===== src/rtl/xaui_link_manager_if.sv =====
// Bundles the per-lane MGT status/control vectors and the per-port link
// status of the XAUI link manager. Vectors are packed port-major.
interface xaui_link_manager_if #(
    parameter int unsigned N_PORTS = 4,
    parameter int unsigned LANES   = 4
);
    logic [N_PORTS*LANES-1:0]   mgt_rxlock;
    logic [N_PORTS*LANES-1:0]   mgt_syncok;
    logic [N_PORTS*LANES*2-1:0] mgt_codevalid;
    logic [N_PORTS*LANES-1:0]   mgt_rxbufferr;
    logic [N_PORTS-1:0]         force_retrain;

    logic [N_PORTS*LANES-1:0]   mgt_tx_reset;
    logic [N_PORTS*LANES-1:0]   mgt_rx_reset;
    logic [N_PORTS*LANES-1:0]   mgt_enable_align;
    logic [N_PORTS-1:0]         mgt_enchansync;
    logic [N_PORTS-1:0]         link_up;
    logic [N_PORTS*3-1:0]       link_state;
    logic [N_PORTS*8-1:0]       retrain_cnt;

    // Transceiver/software side: drives status, observes control.
    modport master (
        output mgt_rxlock, mgt_syncok, mgt_codevalid, mgt_rxbufferr, force_retrain,
        input  mgt_tx_reset, mgt_rx_reset, mgt_enable_align, mgt_enchansync,
        input  link_up, link_state, retrain_cnt
    );

    // Link manager side.
    modport slave (
        input  mgt_rxlock, mgt_syncok, mgt_codevalid, mgt_rxbufferr, force_retrain,
        output mgt_tx_reset, mgt_rx_reset, mgt_enable_align, mgt_enchansync,
        output link_up, link_state, retrain_cnt
    );
endinterface


===== src/rtl/xaui_link_manager.sv =====
// XAUI link bring-up and health controller. One independent Moore FSM per
// port sequences MGT reset, CDR lock, comma alignment and channel bonding,
// then watches the link and retrains after a back-off on lock loss, an error
// burst or a software request.
module xaui_link_manager #(
    parameter int unsigned         N_PORTS        = 4,
    parameter int unsigned         LANES          = 4,
    parameter logic [N_PORTS-1:0]  DISABLE_MASK   = 4'b1110,
    parameter int unsigned         RESET_CYCLES   = 64,
    parameter int unsigned         LOCK_TIMEOUT   = 65536,
    parameter int unsigned         SYNC_TIMEOUT   = 65536,
    parameter int unsigned         STABLE_CYCLES  = 16,
    parameter int unsigned         ERR_WINDOW     = 1024,
    parameter int unsigned         ERR_THRESH     = 8,
    parameter int unsigned         BACKOFF_CYCLES = 4096
) (
    input logic           mgt_clk,
    input logic           mgt_reset_n,
    xaui_link_manager_if.slave bus
);
    // One counter width covers every timeout, window and threshold.
    localparam int unsigned MaxA = (LOCK_TIMEOUT > SYNC_TIMEOUT) ? LOCK_TIMEOUT : SYNC_TIMEOUT;
    localparam int unsigned MaxB = (RESET_CYCLES > BACKOFF_CYCLES) ? RESET_CYCLES : BACKOFF_CYCLES;
    localparam int unsigned MaxC = (ERR_WINDOW > STABLE_CYCLES) ? ERR_WINDOW : STABLE_CYCLES;
    localparam int unsigned MaxD = (MaxA > MaxB) ? MaxA : MaxB;
    localparam int unsigned MaxT = (MaxC > MaxD) ? MaxC : MaxD;
    localparam int unsigned TW   = $clog2(MaxT) + 1;

    localparam logic [TW-1:0] ResetLast   = TW'(RESET_CYCLES - 1);
    localparam logic [TW-1:0] LockLast    = TW'(LOCK_TIMEOUT - 1);
    localparam logic [TW-1:0] SyncLast    = TW'(SYNC_TIMEOUT - 1);
    localparam logic [TW-1:0] BackoffLast = TW'(BACKOFF_CYCLES - 1);
    localparam logic [TW-1:0] WinLast     = TW'(ERR_WINDOW - 1);
    localparam logic [TW-1:0] StableN     = TW'(STABLE_CYCLES);
    localparam logic [TW-1:0] ErrThresh   = TW'(ERR_THRESH);

    typedef enum logic [2:0] {
        StDisabled = 3'd0,
        StReset    = 3'd1,
        StWaitLock = 3'd2,
        StAlign    = 3'd3,
        StChansync = 3'd4,
        StUp       = 3'd5,
        StBackoff  = 3'd6
    } state_e;

    for (genvar p = 0; p < N_PORTS; p++) begin : g_port
        if (DISABLE_MASK[p]) begin : g_off
            // Masked port: constant outputs, inputs deliberately unused.
            logic unused_inputs;
            assign unused_inputs = ^{bus.mgt_rxlock[p*LANES +: LANES],
                                     bus.mgt_syncok[p*LANES +: LANES],
                                     bus.mgt_codevalid[p*LANES*2 +: LANES*2],
                                     bus.mgt_rxbufferr[p*LANES +: LANES],
                                     bus.force_retrain[p]};

            assign bus.mgt_tx_reset[p*LANES +: LANES]     = '1;
            assign bus.mgt_rx_reset[p*LANES +: LANES]     = '1;
            assign bus.mgt_enable_align[p*LANES +: LANES] = '0;
            assign bus.mgt_enchansync[p]                  = 1'b0;
            assign bus.link_up[p]                         = 1'b0;
            assign bus.link_state[p*3 +: 3]               = StDisabled;
            assign bus.retrain_cnt[p*8 +: 8]              = '0;
        end else begin : g_on
            state_e        state_q, state_d;
            logic [TW-1:0] timer_q, timer_d;
            logic [TW-1:0] stable_q, stable_d;
            logic [TW-1:0] win_q, win_d;
            logic [TW-1:0] err_q, err_d;
            logic [7:0]    cnt_q, cnt_d;
            logic          lock, sync, valid, err_event, retrain;

            assign lock      = &bus.mgt_rxlock[p*LANES +: LANES];
            assign sync      = &bus.mgt_syncok[p*LANES +: LANES];
            assign valid     = &bus.mgt_codevalid[p*LANES*2 +: LANES*2];
            assign err_event = (|bus.mgt_rxbufferr[p*LANES +: LANES]) | ~valid;
            assign retrain   = bus.force_retrain[p];

            // Next-state logic; all auxiliary counters restart on any state change.
            always_comb begin
                state_d  = state_q;
                timer_d  = timer_q + 1'b1;
                stable_d = stable_q;
                win_d    = win_q;
                err_d    = err_q;
                cnt_d    = cnt_q;
                unique case (state_q)
                    StReset: begin
                        if (timer_q == ResetLast) state_d = StWaitLock;
                    end
                    StWaitLock: begin
                        if (retrain)                   state_d = StBackoff;
                        else if (lock)                 state_d = StAlign;
                        else if (timer_q == LockLast)  state_d = StBackoff;
                    end
                    StAlign: begin
                        if (retrain)                   state_d = StBackoff;
                        else if (sync)                 state_d = StChansync;
                        else if (timer_q == SyncLast)  state_d = StBackoff;
                    end
                    StChansync: begin
                        if (retrain)                   state_d = StBackoff;
                        else if (stable_q == StableN)  state_d = StUp;
                        else if (timer_q == SyncLast)  state_d = StBackoff;
                        else stable_d = valid ? stable_q + 1'b1 : '0;
                    end
                    StUp: begin
                        // Threshold is checked before the window clear so a
                        // last-cycle error still counts in the expiring window.
                        if (retrain || !lock || ((err_q + TW'(err_event)) >= ErrThresh)) begin
                            state_d = StBackoff;
                        end else if (win_q == WinLast) begin
                            win_d = '0;
                            err_d = '0;
                        end else begin
                            win_d = win_q + 1'b1;
                            err_d = err_q + TW'(err_event);
                        end
                    end
                    StBackoff: begin
                        if (timer_q == BackoffLast) state_d = StReset;
                    end
                    default: state_d = StReset;
                endcase
                if (state_d != state_q) begin
                    timer_d  = '0;
                    stable_d = '0;
                    win_d    = '0;
                    err_d    = '0;
                    if (state_d == StBackoff && cnt_q != 8'hFF) cnt_d = cnt_q + 8'd1;
                end
            end

            // State and counter registers with synchronous active-low reset.
            always_ff @(posedge mgt_clk) begin
                if (!mgt_reset_n) begin
                    state_q  <= StReset;
                    timer_q  <= '0;
                    stable_q <= '0;
                    win_q    <= '0;
                    err_q    <= '0;
                    cnt_q    <= '0;
                end else begin
                    state_q  <= state_d;
                    timer_q  <= timer_d;
                    stable_q <= stable_d;
                    win_q    <= win_d;
                    err_q    <= err_d;
                    cnt_q    <= cnt_d;
                end
            end

            // Moore outputs decoded straight from the state register.
            logic in_reset, aligning, bonding;
            assign in_reset = (state_q == StReset) || (state_q == StBackoff);
            assign aligning = (state_q == StAlign) || (state_q == StChansync) || (state_q == StUp);
            assign bonding  = (state_q == StChansync) || (state_q == StUp);

            assign bus.mgt_tx_reset[p*LANES +: LANES]     = {LANES{in_reset}};
            assign bus.mgt_rx_reset[p*LANES +: LANES]     = {LANES{in_reset}};
            assign bus.mgt_enable_align[p*LANES +: LANES] = {LANES{aligning}};
            assign bus.mgt_enchansync[p]                  = bonding;
            assign bus.link_up[p]                         = (state_q == StUp);
            assign bus.link_state[p*3 +: 3]               = state_q;
            assign bus.retrain_cnt[p*8 +: 8]              = cnt_q;
        end
    end
endmodule


===== src/flat_wrapper.sv =====
// flat-port wrapper written by rule: the top's interface ports become plain ports
module xaui_link_manager_flat 
#(
    parameter int unsigned         N_PORTS        = 4,
    parameter int unsigned         LANES          = 4,
    parameter logic [N_PORTS-1:0]  DISABLE_MASK   = 4'b1110,
    parameter int unsigned         RESET_CYCLES   = 64,
    parameter int unsigned         LOCK_TIMEOUT   = 65536,
    parameter int unsigned         SYNC_TIMEOUT   = 65536,
    parameter int unsigned         STABLE_CYCLES  = 16,
    parameter int unsigned         ERR_WINDOW     = 1024,
    parameter int unsigned         ERR_THRESH     = 8,
    parameter int unsigned         BACKOFF_CYCLES = 4096
)
  (mgt_clk, mgt_reset_n, bus_mgt_rxlock, bus_mgt_syncok, bus_mgt_codevalid, bus_mgt_rxbufferr, bus_force_retrain, bus_mgt_tx_reset, bus_mgt_rx_reset, bus_mgt_enable_align, bus_mgt_enchansync, bus_link_up, bus_link_state, bus_retrain_cnt);
  xaui_link_manager_if #(.N_PORTS(N_PORTS), .LANES(LANES)) bus_i ();
  input logic mgt_clk;
  input logic mgt_reset_n;
  input wire logic [$bits(bus_i.mgt_rxlock)-1:0] bus_mgt_rxlock;
  input wire logic [$bits(bus_i.mgt_syncok)-1:0] bus_mgt_syncok;
  input wire logic [$bits(bus_i.mgt_codevalid)-1:0] bus_mgt_codevalid;
  input wire logic [$bits(bus_i.mgt_rxbufferr)-1:0] bus_mgt_rxbufferr;
  input wire logic [$bits(bus_i.force_retrain)-1:0] bus_force_retrain;
  output wire logic [$bits(bus_i.mgt_tx_reset)-1:0] bus_mgt_tx_reset;
  output wire logic [$bits(bus_i.mgt_rx_reset)-1:0] bus_mgt_rx_reset;
  output wire logic [$bits(bus_i.mgt_enable_align)-1:0] bus_mgt_enable_align;
  output wire logic [$bits(bus_i.mgt_enchansync)-1:0] bus_mgt_enchansync;
  output wire logic [$bits(bus_i.link_up)-1:0] bus_link_up;
  output wire logic [$bits(bus_i.link_state)-1:0] bus_link_state;
  output wire logic [$bits(bus_i.retrain_cnt)-1:0] bus_retrain_cnt;
  assign bus_i.mgt_rxlock = bus_mgt_rxlock;
  assign bus_i.mgt_syncok = bus_mgt_syncok;
  assign bus_i.mgt_codevalid = bus_mgt_codevalid;
  assign bus_i.mgt_rxbufferr = bus_mgt_rxbufferr;
  assign bus_i.force_retrain = bus_force_retrain;
  assign bus_mgt_tx_reset = bus_i.mgt_tx_reset;
  assign bus_mgt_rx_reset = bus_i.mgt_rx_reset;
  assign bus_mgt_enable_align = bus_i.mgt_enable_align;
  assign bus_mgt_enchansync = bus_i.mgt_enchansync;
  assign bus_link_up = bus_i.link_up;
  assign bus_link_state = bus_i.link_state;
  assign bus_retrain_cnt = bus_i.retrain_cnt;
  xaui_link_manager #(.N_PORTS(N_PORTS), .LANES(LANES), .DISABLE_MASK(DISABLE_MASK), .RESET_CYCLES(RESET_CYCLES), .LOCK_TIMEOUT(LOCK_TIMEOUT), .SYNC_TIMEOUT(SYNC_TIMEOUT), .STABLE_CYCLES(STABLE_CYCLES), .ERR_WINDOW(ERR_WINDOW), .ERR_THRESH(ERR_THRESH), .BACKOFF_CYCLES(BACKOFF_CYCLES)) u_core (.mgt_clk(mgt_clk), .mgt_reset_n(mgt_reset_n), .bus(bus_i));
endmodule

===== config.mk =====
export PLATFORM = sky130hd
export DESIGN_NAME = xaui_link_manager_flat
export DESIGN_NICKNAME = d
export VERILOG_FILES = /design/src/rtl/xaui_link_manager_if.sv /design/src/rtl/xaui_link_manager.sv /design/src/flat_wrapper.sv
export SDC_FILE = /design/constraint.sdc
export NUM_CORES = 1
export LEC_CHECK = 0
export ABC_AREA = 1
export BUFFER_PORTS_ARGS = -buffer_cell sky130_fd_sc_hd__buf_2
export CORE_AREA = 5 5 111 139
export CTS_CLUSTER_SIZE = 12
export DETAILED_ROUTE_END_ITERATION = 12
export DIE_AREA = 0 0 116 144
export PLACE_DENSITY = 0.66
export SYNTH_ARGS = -nofsm -noshare
export SYNTH_HDL_FRONTEND = slang
export SYNTH_SLANG_ARGS = --single-unit

===== constraint.sdc =====
create_clock -name mgt_clk -period 2.8 [get_ports mgt_clk]
set_clock_uncertainty 0.1 [all_clocks]
set_input_delay 0.28 -clock mgt_clk [delete_from_list [all_inputs] [get_ports mgt_clk]]
set_output_delay 0.28 -clock mgt_clk [all_outputs]
set_load 0.03 [all_outputs]

==> Implementation_results.wiki, run 1 <==
{| class="wikitable"
! Metric !! Value
|-
| Hold endpoint || u_core.g_port[0].g_on.state_q[0]$_SDFF_PN1_
|-
| Iteration count of the initial detailed-routing pass || 7
|-
| Global-route wire length before repair || 19900 um
|-
| Total inserted antenna cells || 0
|-
| Tot GR Track Use || 14.5%
|-
| Mean Syn Cell Area || 6.71 um^2
|-
| Antenna violations before repair || 0
|-
| Warnings, synthesis || 0
|-
| Sequential share of power || 44.0%
|-
| # setup viols final || 76
|-
| Average via count per standard cell || 4.73
|-
| Site Rows || 49
|-
| Number of synthesized flops with an enable pin || 0
|-
| Largest net degree at the start of global routing || 26
|-
| Drc violations || 0
|-
| Final core occ || 46.7%
|-
| Total core area || 0.0141 mm^2
|-
| Number of max-slew violations in the final report || 0
|-
| Post-synthesis instance area || 0.00529 mm^2
|-
| Commonest cells in the synthesized netlist || sky130_fd_sc_hd__nand2_1, sky130_fd_sc_hd__nor2_1, sky130_fd_sc_hd__inv_1
|-
| CP required || 2970 ps
|-
| Critical hold path startpoint || mgt_reset_n
|-
| Post-route worst hold slack || 86.3 ps
|-
| Clock root buffer || sky130_fd_sc_hd__clkbuf_16
|-
| Total Routed Length || 12900 um
|-
| CP Capture Type || flop
|-
| TritonCTS clock tree || done
|-
| Filler Cells Inserted || around 1400
|-
| Total of flip-flops plus latches after synthesis || 79
|-
| CTS sink cnt || 79
|-
| Internal power consumption || 1.90 mW
|-
| Reg-to-reg slack, setup || -340 ps
|-
| Share of flip-flops with an asynchronous set or reset || 0%
|-
| Post-route minimum period || between 3000 and 4000 ps
|-
| Source of the worst register-to-register timing path || u_core.g_port[0].g_on.timer_q[0]$_SDFF_PP0_
|-
| Ports placed on the boundary || approximately 190
|-
| Horizontal extent of the die || 116 um
|-
| Remaining antenna violation count || 0
|-
| Violated checks || negative setup slack
|-
| Htree depth || 3
|-
| Total number of vias || 5070
|-
| Most repeated cell in the gate-level netlist after synthesis || sky130_fd_sc_hd__nand2_1
|-
| Share of total power in combinational logic || around a tenth
|-
| Max cap viols || 0
|-
| Kind of launch point of the worst setup path || flop
|-
| Detail-routed net length per standard cell || 12.0 um
|-
| Worst-path fanout max || 8
|-
| Top_reg_cell synth || sky130_fd_sc_hd__dfxtp_1
|-
| FF/Latch Area || 0.00158 mm^2
|-
| Multi-input gate area in the final layout || 0.00322 mm^2
|-
| Net count of the finished layout || 984
|-
| Power Dens Cells || roughly 400 mW/mm^2
|-
| End of the worst register-to-register path || u_core.g_port[0].g_on.win_q[2]$_SDFFE_PP0P_
|-
| Transition time at the pin with the least slew margin || between 500 and 600 ps
|-
| Final worst path period share || 112%
|-
| Clock-pin transition on the worst setup and hold timing paths || 60 ps
|-
| Number of CTS-inserted buffers || 9
|-
| Min-Delay Path Depth || 2
|-
| Via count of the first global-routing pass || 4612
|-
| Setup repair after global routing missed its margin || true
|-
| Highest Signal Layer || met4
|-
| Weighted congestion at the end of routability-driven global placement || 0.850
|-
| Outcome || finished with violations
|-
| Proportion of synthesized chip area in sequential cells || around 30%
|-
| Class of the worst hold path || in -> reg
|-
| Maximum resistive drop on vdd || 0.000223 V
|-
| Leading area contributor after synthesis || sky130_fd_sc_hd__dfxtp_1
|-
| Reported net switching power || 0.675 mW
|-
| Fraction of post-synthesis cell area in the top cell type by area || 29.9%
|-
| Residual overflow from global routing || 0
|-
| Final worst setup slack || -337 ps
|-
| Met2 WL post-DR || between 6000 and 7000 um
|-
| M1 wire length || 5090 um
|-
| Instance area after placement || around 0.0058 mm^2
|-
| Crit Path Category || reg -> reg
|-
| Area overhead of the layout relative to synthesis || 24.4%
|-
| Total negative setup slack || -21870 ps
|-
| Post-synthesis cell count || roughly 800
|-
| Fmax || 0.319 GHz
|-
| Effective utilization at floorplan || 37.5%
|-
| DR iter-0 viols || 214
|-
| Leak Pwr || 2.74 nW
|-
| Proportion of total power due to net switching || 26.2%
|-
| Die Ht || 144 um
|-
| Die area || 0.0167 mm^2
|-
| R2R cell count || 20
|-
| Overall power consumption || 2.57 mW
|-
| PortBufs || 47
|-
| Latest clock arrival within the worst-skew pair || ~340 ps
|-
| Number of distinct library cells after synthesis || 38
|-
| WL met3 || 688 um
|-
| Slew margin rel. || 64.7%
|-
| Relative contribution of the clock network to total power || 46.0%
|-
| Data arrival at the endpoint of the critical path || 3310 ps
|-
| Post-route cell area || between 0.006 and 0.007 mm^2
|-
| Sum of net half-perimeters after detailed placement || 9300 um
|-
| Fraction of final layout cells sized beyond drive strength 1 || between 20% and 30%
|-
| Final Hold Violating Endpoints || 0
|-
| Leading post-synthesis cells by cell area || sky130_fd_sc_hd__dfxtp_1, sky130_fd_sc_hd__buf_4, sky130_fd_sc_hd__nand2_1
|-
| Buffer depth of the longest clock path || 2
|}
cell type report:
class / instances / share of cell area [%]
clock inverter: 6 / 0.912
sequential: 79 / 24.1
timing repair buffer: 118 / 13.7
clock buffer: 10 / 3.63
inverter: 95 / 5.42
multi-input combinational: 587 / 48.9
tap: 178 / 3.38
power by group through the flow:
stage                     Combinational [mW]  Sequential (mW)  Clock (mW)
final                                  0.255             1.13        1.18
after global routing                   0.271             1.13        1.27
after CTS                              0.210             1.13        1.21
after detailed placement               0.206             1.16           0
after global placement                 0.205             1.16           0
after floorplan                        0.254             1.16           0
worst max-delay path, stage by stage, from the launching register on:
cell and delay (ps):
sky130_fd_sc_hd__dfxtp_2 350, sky130_fd_sc_hd__ha_4 150, sky130_fd_sc_hd__nand3_4 80, sky130_fd_sc_hd__nor3_4 150
sky130_fd_sc_hd__nand3_2 130, sky130_fd_sc_hd__nor3_4 230, sky130_fd_sc_hd__nand3_2 120, sky130_fd_sc_hd__nor4_2 160
sky130_fd_sc_hd__ha_2 230, sky130_fd_sc_hd__nor2_2 40, sky130_fd_sc_hd__nand4_1 80, sky130_fd_sc_hd__o21ai_1 70
sky130_fd_sc_hd__nor2_1 90, sky130_fd_sc_hd__o211ai_1 100, sky130_fd_sc_hd__nor2_2 150, sky130_fd_sc_hd__nand3_1 100
sky130_fd_sc_hd__nand2_2 110, sky130_fd_sc_hd__nand4_1 110, sky130_fd_sc_hd__buf_6 190, sky130_fd_sc_hd__clkbuf_16 180
sky130_fd_sc_hd__nor3b_2 140
stage by stage:
stage	instances	worst slack [ps]
after floorplan	862	-79.3
after global placement	1045	-495
after detailed placement	1045	-537
after CTS	1064	-312
after global routing	1073	-603
final	1073	-337
registers in the layout, summed over array words and instances (netlist names):
| name | count |
|---|---|
| u_core.g_port.g_on.state_q | 3 |
| u_core.g_port.g_on.timer_q | 17 |
| u_core.g_port.g_on.cnt_q | 8 |
| u_core.g_port.g_on.stable_q | 17 |
| u_core.g_port.g_on.win_q | 17 |
| u_core.g_port.g_on.err_q | 17 |
kinds of logic after synthesis:
logic type,count (synthesis),synth area share (%)
AOI/OAI and AO/OA,45,5.37
xor gates and xnor gates,26,4.30
adders and majority gates,8,1.89
buffers and inverters,196,20.8
DFF,79,29.9
other,2,0.142
and+or+nand+nor,433,37.6
what timing repair did:
item / 4_1_cts / 5_1_grt
hold buffers: 0 / 0
pin swaps: 0 / 10
setup endpoints to repair: 76 / 78
setup buffers: 3 / 4
cloned: 0 / 6
gates resized for setup: 8 / 59
worst max path at each step:
stage | cells past startpoint | startpoint | endpoint
floorplan | 20 | u_core.g_port[0].g_on.timer_q[0]$_SDFF_PP0_ | u_core.g_port[0].g_on.err_q[0]$_SDFFE_PP0P_
global placement | 22 | bus_mgt_codevalid[0] | u_core.g_port[0].g_on.stable_q[13]$_SDFFE_PP0P_
detailed placement | 22 | bus_mgt_codevalid[0] | u_core.g_port[0].g_on.stable_q[13]$_SDFFE_PP0P_
CTS | 21 | u_core.g_port[0].g_on.timer_q[0]$_SDFF_PP0_ | u_core.g_port[0].g_on.win_q[9]$_SDFFE_PP0P_
global route | 21 | u_core.g_port[0].g_on.timer_q[0]$_SDFF_PP0_ | u_core.g_port[0].g_on.stable_q[13]$_SDFFE_PP0P_
finish | 20 | u_core.g_port[0].g_on.timer_q[0]$_SDFF_PP0_ | u_core.g_port[0].g_on.win_q[2]$_SDFFE_PP0P_
layer usage:
metal	track usage, %	vias up
li1	-	2585
met5	0	-
met2	27.2	134
met1	15.7	2324
met3	2.51	27
met4	6.66	0
placed cells by master (no fill, tap or decap), drive strengths merged, types with 5 or more instances in the layout:
cell type	instances
inv	94
nor3	42
nand4	26
nor3b	5
buf	114
conb	75
nand2	155
o21ai	12
dfxtp	79
nand3	74
xnor2	5
nor2	113
clkbuf	14
a21oi	25
xor2	21
nor4	12
ha	8
Power figures use the tool's default switching activity.
==> inputs of run 2 (changes only) <==
--- a/config.mk
+++ b/config.mk
@@ -7,10 +7,10 @@
 export LEC_CHECK = 0
 export ABC_AREA = 1
 export BUFFER_PORTS_ARGS = -buffer_cell sky130_fd_sc_hd__buf_2
-export CORE_AREA = 5 5 111 139
+export CORE_AREA = 3 3 109 137
 export CTS_CLUSTER_SIZE = 12
 export DETAILED_ROUTE_END_ITERATION = 12
-export DIE_AREA = 0 0 116 144
+export DIE_AREA = 0 0 112 140
 export PLACE_DENSITY = 0.66
 export SYNTH_ARGS = -nofsm -noshare
 export SYNTH_HDL_FRONTEND = slang
==> run 2 against run 1 <==
The run still ends with negative setup slack left. Via count decreased by 1.4%. Largest cell class unchanged. Hold slack improved by 13 ps. Core utilization shrank 0.13 points. Combinational power down 6%. Power is 2.4% higher. Routed wire length fell by 6.0%. Clock power up 7%. Setup slack got worse by 10 ps. Register-to-register slack hardly changed. Non-clock buffer count fell by 2.
==> Implementation_results.wiki, run 2 (synthesis results as in run 1) <==
{| class="wikitable"
! Metric !! Value
|-
| Residual overflow from global routing || 0 (unchanged)
|-
| Post-route minimum period || 3150 ps (was 3140 ps)
|-
| Htree depth || 3 (unchanged)
|-
| Site Rows || 48 (was 49)
|-
| Instance area after placement || 0.00579 mm^2 (was 0.00578 mm^2)
|-
| Final Hold Violating Endpoints || 0 (unchanged)
|-
| Crit Path Category || reg -> reg (unchanged)
|-
| Leak Pwr || 2.65 nW (was 2.74 nW)
|-
| Outcome || finished with violations (unchanged)
|-
| Total of hold buffers inserted after clock tree synthesis || 0 (unchanged)
|-
| Antenna violations before repair || 0 (unchanged)
|-
| Worst-path fanout max || 7 (was 8)
|-
| Ports placed on the boundary || 186 (unchanged)
|-
| Max cap viols || 0 (unchanged)
|-
| Fraction of final layout cells sized beyond drive strength 1 || 23.0% (was 24.2%)
|-
| Kind of launch point of the worst setup path || flop (unchanged)
|-
| Total core area || 0.0138 mm^2 (was 0.0141 mm^2)
|-
| Weighted congestion at the end of routability-driven global placement || 0.905 (was 0.850)
|-
| Power Dens Cells || 411 mW/mm^2 (was 391 mW/mm^2)
|-
| Cell Count, Final, Fillers Out || 1067 (was 1073)
|-
| Average via count per standard cell || 4.68 (was 4.73)
|-
| Clock-pin transition on the worst setup and hold timing paths || 60 ps (about the same)
|-
| Overall power consumption || 2.63 mW (was 2.57 mW)
|-
| Post-route worst hold slack || 98.9 ps (was 86.3 ps)
|-
| Final worst path period share || 112% (about the same)
|-
| Setup repair after global routing missed its margin || true (unchanged)
|-
| Latest clock arrival within the worst-skew pair || 340 ps (about the same)
|-
| Horizontal extent of the die || 112 um (was 116 um)
|-
| # setup viols final || 76 (unchanged)
|-
| Tot GR Track Use || 15.3% (was 14.5%)
|-
| Iteration count of the initial detailed-routing pass || 5 (was 7)
|-
| Die area || 0.0157 mm^2 (was 0.0167 mm^2)
|-
| Post-route cell area || 0.00640 mm^2 (was 0.00659 mm^2)
|-
| Total number of vias || 4997 (was 5070)
|-
| Area overhead of the layout relative to synthesis || 21.0% (was 24.4%)
|-
| Total inserted antenna cells || 0 (unchanged)
|-
| CTS sink cnt || 79 (unchanged)
|-
| PortBufs || 47 (unchanged)
|-
| Total Routed Length || 12100 um (was 12900 um)
|-
| Buffer depth of the longest clock path || 2 (unchanged)
|-
| Violated checks || negative setup slack (unchanged)
|-
| Via count of the first global-routing pass || 4647 (was 4612)
|-
| Class of the worst hold path || in -> reg (unchanged)
|-
| Clock root buffer || sky130_fd_sc_hd__clkbuf_16 (unchanged)
|-
| Data arrival at the endpoint of the critical path || 3310 ps (about the same)
|-
| CP required || 2970 ps (about the same)
|-
| Net count of the finished layout || 982 (was 984)
|-
| Largest net degree at the start of global routing || 18 (was 26)
|-
| Die Ht || 140 um (was 144 um)
|-
| Most common cell after layout, fill and taps aside || sky130_fd_sc_hd__nand2_1 (unchanged)
|-
| Effective utilization at floorplan || 38.5% (was 37.5%)
|-
| Maximum resistive drop on vdd || 0.000220 V (was 0.000223 V)
|-
| Most frequent cells in the layout || sky130_fd_sc_hd__nand2_1, sky130_fd_sc_hd__inv_1, sky130_fd_sc_hd__nor2_1 (unchanged)
|-
| Global-route wire length before repair || 20400 um (was 19900 um)
|-
| Final worst setup slack || -347 ps (was -337 ps)
|-
| TritonCTS clock tree || done (unchanged)
|-
| CP Capture Type || flop (unchanged)
|-
| Reg-to-reg slack, setup || -350 ps (was -340 ps)
|-
| Detail-routed net length per standard cell || 11.3 um (was 12.0 um)
|-
| Number of CTS-inserted buffers || 9 (unchanged)
|-
| DR iter-0 viols || 305 (was 214)
|-
| Number of max-slew violations in the final report || 0 (unchanged)
|-
| Drc violations || 0 (unchanged)
|-
| Cells after DPL || 1042 (was 1045)
|-
| Fmax || 0.318 GHz (was 0.319 GHz)
|-
| Remaining antenna violation count || 0 (unchanged)
|-
| Sum of net half-perimeters after detailed placement || 9020 um (was 9300 um)
|-
| Post-Place Worst Slack || -554 ps (was -537 ps)
|}
[run 2: cell types whose count changed in the layout (fill, tap and decap cells not counted), sizes merged]
cell and change:
clkbuf -1, bufinv +1, clkinvlp -1, clkinv -3, buf +1
[run 2: layout make-up]
class                      instances  area, um^2
fill                            1389        7350
timing repair buffer             116         830
sequential                        79        1580
clock buffer                      12         246
clock inverter                     3        67.6
multi-input combinational        587        3100
tap                              175         219
inverter                          95         357
[run 2: worst paths after layout]
check,startpoint,to,cells after the start
max,u_core.g_port[0].g_on.timer_q[0]$_SDFF_PP0_,u_core.g_port[0].g_on.win_q[2]$_SDFFE_PP0P_,17
min,mgt_reset_n,u_core.g_port[0].g_on.state_q[0]$_SDFF_PN1_,2
max reg2reg,u_core.g_port[0].g_on.timer_q[0]$_SDFF_PP0_,u_core.g_port[0].g_on.win_q[2]$_SDFFE_PP0P_,17
min reg2reg,u_core.g_port[0].g_on.err_q[16]$_SDFFE_PP0P_,u_core.g_port[0].g_on.err_q[16]$_SDFFE_PP0P_,2
[run 2: per-layer routing]
metal | global-route usage [%] | vias to the layer above | wire length (um)
met4 | 5.25 | 0 | 195
met3 | 2.51 | 18 | 558
met2 | 27.1 | 126 | 6040
met1 | 18.6 | 2266 | 5310
li1 | - | 2587 | -
met5 | 0 | - | 0
[run 2: report_power, final]
part	total (mW)	switching, mW	leakage (nW)	internal (mW)
Clock	1.26	0.460	0.149	0.801
Combinational	0.239	0.188	1.86	0.0512
Sequential	1.13	0.00352	0.637	1.13
Total	2.63	0.651	2.65	1.98
[run 2: critical path, stage by stage, from the launching register on]
cell	delay, ps
sky130_fd_sc_hd__dfxtp_2	350
sky130_fd_sc_hd__ha_4	140
sky130_fd_sc_hd__nand3_2	80
sky130_fd_sc_hd__nor3_2	150
sky130_fd_sc_hd__nand3_1	130
sky130_fd_sc_hd__nor3_2	150
sky130_fd_sc_hd__nand3_1	140
sky130_fd_sc_hd__nor4_2	170
sky130_fd_sc_hd__ha_2	230
sky130_fd_sc_hd__nor2_2	40
sky130_fd_sc_hd__a22oi_1	190
sky130_fd_sc_hd__nor2_1	100
sky130_fd_sc_hd__nand2_1	100
sky130_fd_sc_hd__xor2_1	300
sky130_fd_sc_hd__nand4_1	210
sky130_fd_sc_hd__buf_6	200
sky130_fd_sc_hd__buf_12	140
sky130_fd_sc_hd__nor3b_2	140
[run 2: what timing repair did]
action	CTS	global route
gates cloned	0	1
gates resized for setup	26	22
endpoints found under the setup margin	76	76
pin swaps	6	4
setup buffers	8	3
[run 2: metrics by stage]
| step | setup TNS [ps] | util [%] |
|---|---|---|
| after floorplan | -2720 | - |
| after global placement | -29750 | 42.1 |
| after CTS | -15730 | 45.6 |
| after detailed placement | -33260 | 42.1 |
| final | -19510 | 46.6 |
| after global routing | -37500 | 46.6 |
